<file path="config.mk">
export PLATFORM = sky130hd
export DESIGN_NAME = uart_tx_scheduler
export DESIGN_NICKNAME = d
export VERILOG_FILES = /design/src/rtl/uart_pkg.sv /design/src/rtl/rr_arbiter.sv /design/src/rtl/uart_tx_scheduler.sv
export SDC_FILE = /design/constraint.sdc
export NUM_CORES = 1
export LEC_CHECK = 0
export CAP_MARGIN = 20
export CORE_MARGIN = 2
export CORE_UTILIZATION = 46
export CTS_CLUSTER_DIAMETER = 40
export DETAILED_ROUTE_END_ITERATION = 8
export GPL_TIMING_DRIVEN = 0
export PLACE_DENSITY = 0.84
export SLEW_MARGIN = 20
export SYNTH_ARGS = -nofsm -noshare
export SYNTH_HDL_FRONTEND = slang
export SYNTH_HIERARCHICAL = 1
export SYNTH_SLANG_ARGS = --single-unit
export TNS_END_PERCENT = 20
</file>
<file path="constraint.sdc">
create_clock -name clk -period 5.7 [get_ports clk]
set_clock_uncertainty 0.05 [all_clocks]
set_input_delay 0.855 -clock clk [delete_from_list [all_inputs] [get_ports clk]]
set_output_delay 0.855 -clock clk [all_outputs]
set_load 0.005 [all_outputs]
</file>
<file path="src/rtl/uart_pkg.sv">
// uart_pkg: shared types and constants for the uart_tx scheduler
package uart_pkg;
  typedef enum logic [1:0] {IDLE, SEND, WAIT} state_t;
  localparam logic [3:0] HDR_NIBBLE = 4'hA;
  localparam int BYTES_PER_WORD = 8;
endpackage

</file>
<file path="src/rtl/rr_arbiter.sv">
// rr_arbiter: combinational round-robin pick, searching upward from last_grant+1
module rr_arbiter #(
  parameter int N = 4
) (
  input  logic [N-1:0] req,
  input  logic [1:0]   last_grant,
  output logic         grant_valid,
  output logic [1:0]   grant_id
);
  logic [3:0] req_w;
  logic [1:0] k;
  assign req_w = 4'(req);
  always_comb begin
    grant_valid = 1'b0;
    grant_id = '0;
    k = '0;
    for (int i = 1; i <= N; i++) begin
      k = 2'((int'(last_grant) + i) % N);
      if (!grant_valid && req_w[k]) begin
        grant_valid = 1'b1;
        grant_id = k;
      end
    end
  end
endmodule

</file>
<file path="src/rtl/uart_tx_scheduler.sv">
// uart_tx_scheduler: round-robin framing of 64-bit words from N_REQ requesters onto one uart_tx
module uart_tx_scheduler import uart_pkg::*; #(
  parameter int N_REQ = 4,
  parameter int HEADER_EN = 1,
  parameter int TIMEOUT_CYC = 20000
) (
  input  logic               clk,
  input  logic               rst_n,
  input  logic [N_REQ-1:0]   req,
  input  logic [64*N_REQ-1:0] data_64_bus,
  output logic [N_REQ-1:0]   ack,
  output logic               busy,
  output logic [1:0]         cur_id,
  output logic               tx_enable,
  output logic [7:0]         uart_data_in,
  input  logic               tx_done,
  output logic               frame_done,
  output logic               timeout_err
);
  localparam int CW = $clog2(TIMEOUT_CYC);
  localparam logic [3:0] LAST = 4'(BYTES_PER_WORD - 1 + HEADER_EN);
  state_t state, state_n;
  logic [1:0] last_grant, last_n, cur_n, grant_id;
  logic [3:0] byte_idx, idx_n, rem;
  logic [CW-1:0] cnt, cnt_n;
  logic [63:0] word, word_n;
  logic [7:0] data_n, byte_sel;
  logic [N_REQ-1:0] ack_n;
  logic grant_valid, en_n, fd_n, to_n;
  rr_arbiter #(.N(N_REQ)) u_arb (
    .req(req),
    .last_grant(last_grant),
    .grant_valid(grant_valid),
    .grant_id(grant_id)
  );
  assign busy = state != IDLE;
  // rem counts bytes left after this one; the word is sent MSB byte first
  assign rem = LAST - byte_idx;
  assign byte_sel = (HEADER_EN != 0 && byte_idx == 4'd0) ? {HDR_NIBBLE, 2'b00, cur_id}
                                                         : 8'(word >> {rem, 3'b000});
  always_comb begin
    state_n = state;
    last_n = last_grant;
    cur_n = cur_id;
    idx_n = byte_idx;
    cnt_n = cnt;
    word_n = word;
    data_n = uart_data_in;
    ack_n = '0;
    en_n = 1'b0;
    fd_n = 1'b0;
    to_n = 1'b0;
    case (state)
      IDLE: if (grant_valid) begin
        state_n = SEND;
        last_n = grant_id;
        cur_n = grant_id;
        idx_n = '0;
        word_n = 64'(data_64_bus >> {grant_id, 6'b0});
        ack_n = N_REQ'(1) << grant_id;
      end
      SEND: begin
        state_n = WAIT;
        data_n = byte_sel;
        en_n = 1'b1;
        cnt_n = '0;
      end
      WAIT: if (tx_done) begin
        state_n = byte_idx == LAST ? IDLE : SEND;
        fd_n = byte_idx == LAST;
        idx_n = byte_idx == LAST ? byte_idx : byte_idx + 4'd1;
      end else if (cnt == CW'(TIMEOUT_CYC - 1)) begin
        state_n = IDLE;
        to_n = 1'b1;
      end else begin
        cnt_n = cnt + 1'b1;
      end
      default: state_n = IDLE;
    endcase
  end
  always_ff @(posedge clk or negedge rst_n) begin
    if (!rst_n) begin
      state <= IDLE;
      last_grant <= 2'(N_REQ - 1);
      cur_id <= '0;
      byte_idx <= '0;
      cnt <= '0;
      word <= '0;
      uart_data_in <= '0;
      ack <= '0;
      tx_enable <= 1'b0;
      frame_done <= 1'b0;
      timeout_err <= 1'b0;
    end else begin
      state <= state_n;
      last_grant <= last_n;
      cur_id <= cur_n;
      byte_idx <= idx_n;
      cnt <= cnt_n;
      word <= word_n;
      uart_data_in <= data_n;
      ack <= ack_n;
      tx_enable <= en_n;
      frame_done <= fd_n;
      timeout_err <= to_n;
    end
  end
endmodule

</file>
==> flow_metrics.tcl <==
set metrics [dict create \
    p_per_area_nw_per_um2 426 \
    critPathCaptureType "flip-flop" \
    drive_above_1_share 0.134 \
    setup-tns-final_ps 0 \
    worst_slew_pin_slew_ps 695 \
    holdBufCountCts 0 \
    final_nets 1166 \
    grt_pass1_wl_um 33100 \
    vias 6107 \
    dp_cells 1069 \
    leakage_uw 0.00410 \
    required_ps 5880 \
    ys.flop_type "dfrtp_1" \
    clockRootBuffer "clkbuf_16" \
    core_um2 13700 \
    cts-resized-gates 0 \
    io-pin-count 281 \
    synth_nets 874 \
    areaGrowthSynthToFinish_pct 52.7 \
    ir_worst_vdd_mv 0.283 \
    rsz0062_at_grt "false" \
    drt_wl_total_um 21500 \
    yosysWarnings 6 \
    setup.worst_path.start_class "primary input" \
    post-place-ws_ps 1650 \
    max_freq_mhz 269 \
    cp_slowest_cell "mux4_2" \
    avgRoutedWirePerCell_um 19.8 \
    swShare 0.397 \
    ant_nets 0 \
    insertion_delay_ps 340 \
    portBuffers 280 \
    setup_ws_ps 1980 \
    die_h_um 122 \
    crit_family "buffers and inverters" \
    ys_top_cells_by_area "dfrtp_1, mux4_2, nand2_1" \
    ys_seq_elements 104 \
    synth-edff-count 0 \
    nFillCells 1006 \
    cts_tree "done" \
    slew_headroom 0.537 \
    synth_top_area_cell "dfrtp_1" \
    crit_chain "clkdlybuf4s50_1, and2b_1, a21oi_2, o221ai_2, clkbuf_1, buf_2, buf_2, mux4_2, nand2_1, nand2_1" \
    clk_pin_slew_worst_paths_ps 70 \
    routed_via_density 5.62 \
    synth_top_area_share 0.399 \
    power_uw 4160 \
    setup_viol 0 \
    p_switching_uw 1650 \
    htree_levels 3 \
    p_comb_frac 0.547 \
    postSynthCellCount 608 \
    r2r-start "byte_idx[0]" \
    die_w_um 122 \
    p_seq_frac 0.300 \
    synth_area_um2 6390 \
    fin_crit_sh 0.652 \
    num_rows 43 \
    drt_iter0_markers 565 \
    cts.sinks 104 \
    hold_class "in2async" \
    slew_viol_final 0 \
    ys_types 49 \
    post-cts-setup-buffers 0 \
    yosysSeqAreaShare 0.407 \
    grt-ovfl-total 0 \
    status "completed" \
    antenna_found_initial 1 \
    path_buf_inv 4 \
    avgSynthCellArea_um2 10.5 \
    drc 0 \
    cp_max_fo 10 \
    cpPeakStageDelay_ps 580 \
    fin_crit_ps 3720 \
    crit_start "req[3]" \
    cts_buffer_depth 2 \
    cap_violations 0 \
    finish.utilization 0.712 \
    async_flop_share 1.00 \
    gp_congestion 0.877 \
    grt_usage 0.299 \
    drtPass1Iterations 5 \
    cts-buffers-inserted 9 \
    p_int_uw 2510 \
    pwr-share-clk 0.153 \
    die_area_um2 14900 \
    path_class "in2reg" \
    hold_viol_final 0 \
    grt_pass1_vias 6269 \
    cp.arrival_ps 3900 \
    place_hpwl_um 17400 \
    start_util 0.466 \
    stdcell_count 1086 \
    grt_max_degree 69 \
]
## sequential cells by signal, indices dropped and copies added (netlist names)
name and count:
word 64, timeout_err 1, uart_data_in 8, cur_id 2, frame_done 1, state 2
byte_idx 4, tx_enable 1, last_grant 2, ack 4, cnt 15
## routing by layer
metal	vias to the layer above	share of wire	wire length (um)	track usage
li1	2770	-	-	-
met1	3020	0.37	8040	0.374
met2	280	0.52	11100	0.512
met3	37	0.080	1720	0.0772
met4	0	0.029	619	0.0905
met5	-	0	0	0
## final timing paths
check / slack [ps] / cells past startpoint / end
setup / recovery: 1980 / 10 / word[28]
hold / removal: 360 / 1 / frame_done
setup reg to reg: 2410 / 9 / uart_data_in[1]
hold reg to reg: 430 / 2 / word[8]
max in group asynchronous: 4590 / 2 / last_grant[1]
min in group clk: 430 / 2 / word[8]
## worst register-to-register path, stage by stage, from the launching register on
cell	delay (ps)
dfrtp_1	360
clkbuf_1	420
clkbuf_1	420
inv_1	120
ha_1	280
xnor2_1	320
clkbuf_1	530
mux2i_1	330
o211ai_1	150
o31ai_1	200
## kinds of logic (layout without fill, tap and decap cells)
group                      Yosys count  after routing  synth area share
muxes                               94             94             0.290
adders and majority gates            3              3           0.00587
buffers and inverters               55            352            0.0340
AOI/OAI and AO/OA                   55             55            0.0567
other                                0              1                 0
DFF                                104            104             0.407
and+or+nand+nor                    292            292             0.199
xor gates and xnor gates             5              5           0.00685
## final cells by class
type | count | area, um^2 | area share
Multi-Input combinational cell | 449 | 3570 | 0.366
Timing Repair Buffer | 281 | 2830 | 0.290
Sequential cell | 104 | 2610 | 0.267
Clock buffer | 12 | 256 | 0.0263
Tap cell | 180 | 225 | 0.0231
Buffer | 45 | 180 | 0.0185
Clock inverter | 4 | 51.3 | 0.00526
Inverter | 10 | 37.5 | 0.00385
Antenna cell | 1 | 2.50 | 0.000256
## synthesized netlist by cell type, types with 7 or more instances
cell / number
a21oi_1: 12
buf_2: 9
clkbuf_1: 33
dfrtp_1: 102
inv_1: 10
mux2_2: 12
mux2i_1: 10
mux4_2: 72
nand2_1: 220
nor2_1: 11
nor3_1: 7
o21ai_0: 13
o31ai_1: 8
## cell usage in the layout (no fill, tap or decap), drive strengths merged, types with 3 or more instances in the layout
cell / n
nor2: 11
mux4: 72
o31ai: 8
clkbuf: 45
nor3: 7
o311ai: 3
mux2: 12
and3: 4
clkdlybuf4s50: 279
buf: 14
or3: 3
xnor2: 5
o22ai: 5
o21ai: 13
nand4: 3
inv: 11
nand2b: 6
dfrtp: 102
nor3b: 6
or2: 5
mux2i: 10
a21oi: 13
nand3b: 4
nand2: 220
nand3: 6
or4: 3
ha: 3
## stage by stage
step / hold slack (ps) / cell area [um^2]
detailed placement: 413 / 9450
global placement: 402 / 9420
floorplan: 387 / 6390
finish: 358 / 9760
global route: 379 / 9760
CTS: 369 / 9760
## power by group through the flow
stage | sequential (uW) | combinational, uW | clock, uW
floorplan | 1180 | 1520 | 0
global placement | 1240 | 2190 | 0
detailed placement | 1250 | 2250 | 0
CTS | 1240 | 2270 | 640
global route | 1270 | 2470 | 672
finish | 1250 | 2280 | 636
No activity file was read; power rests on OpenSTA's default activity.
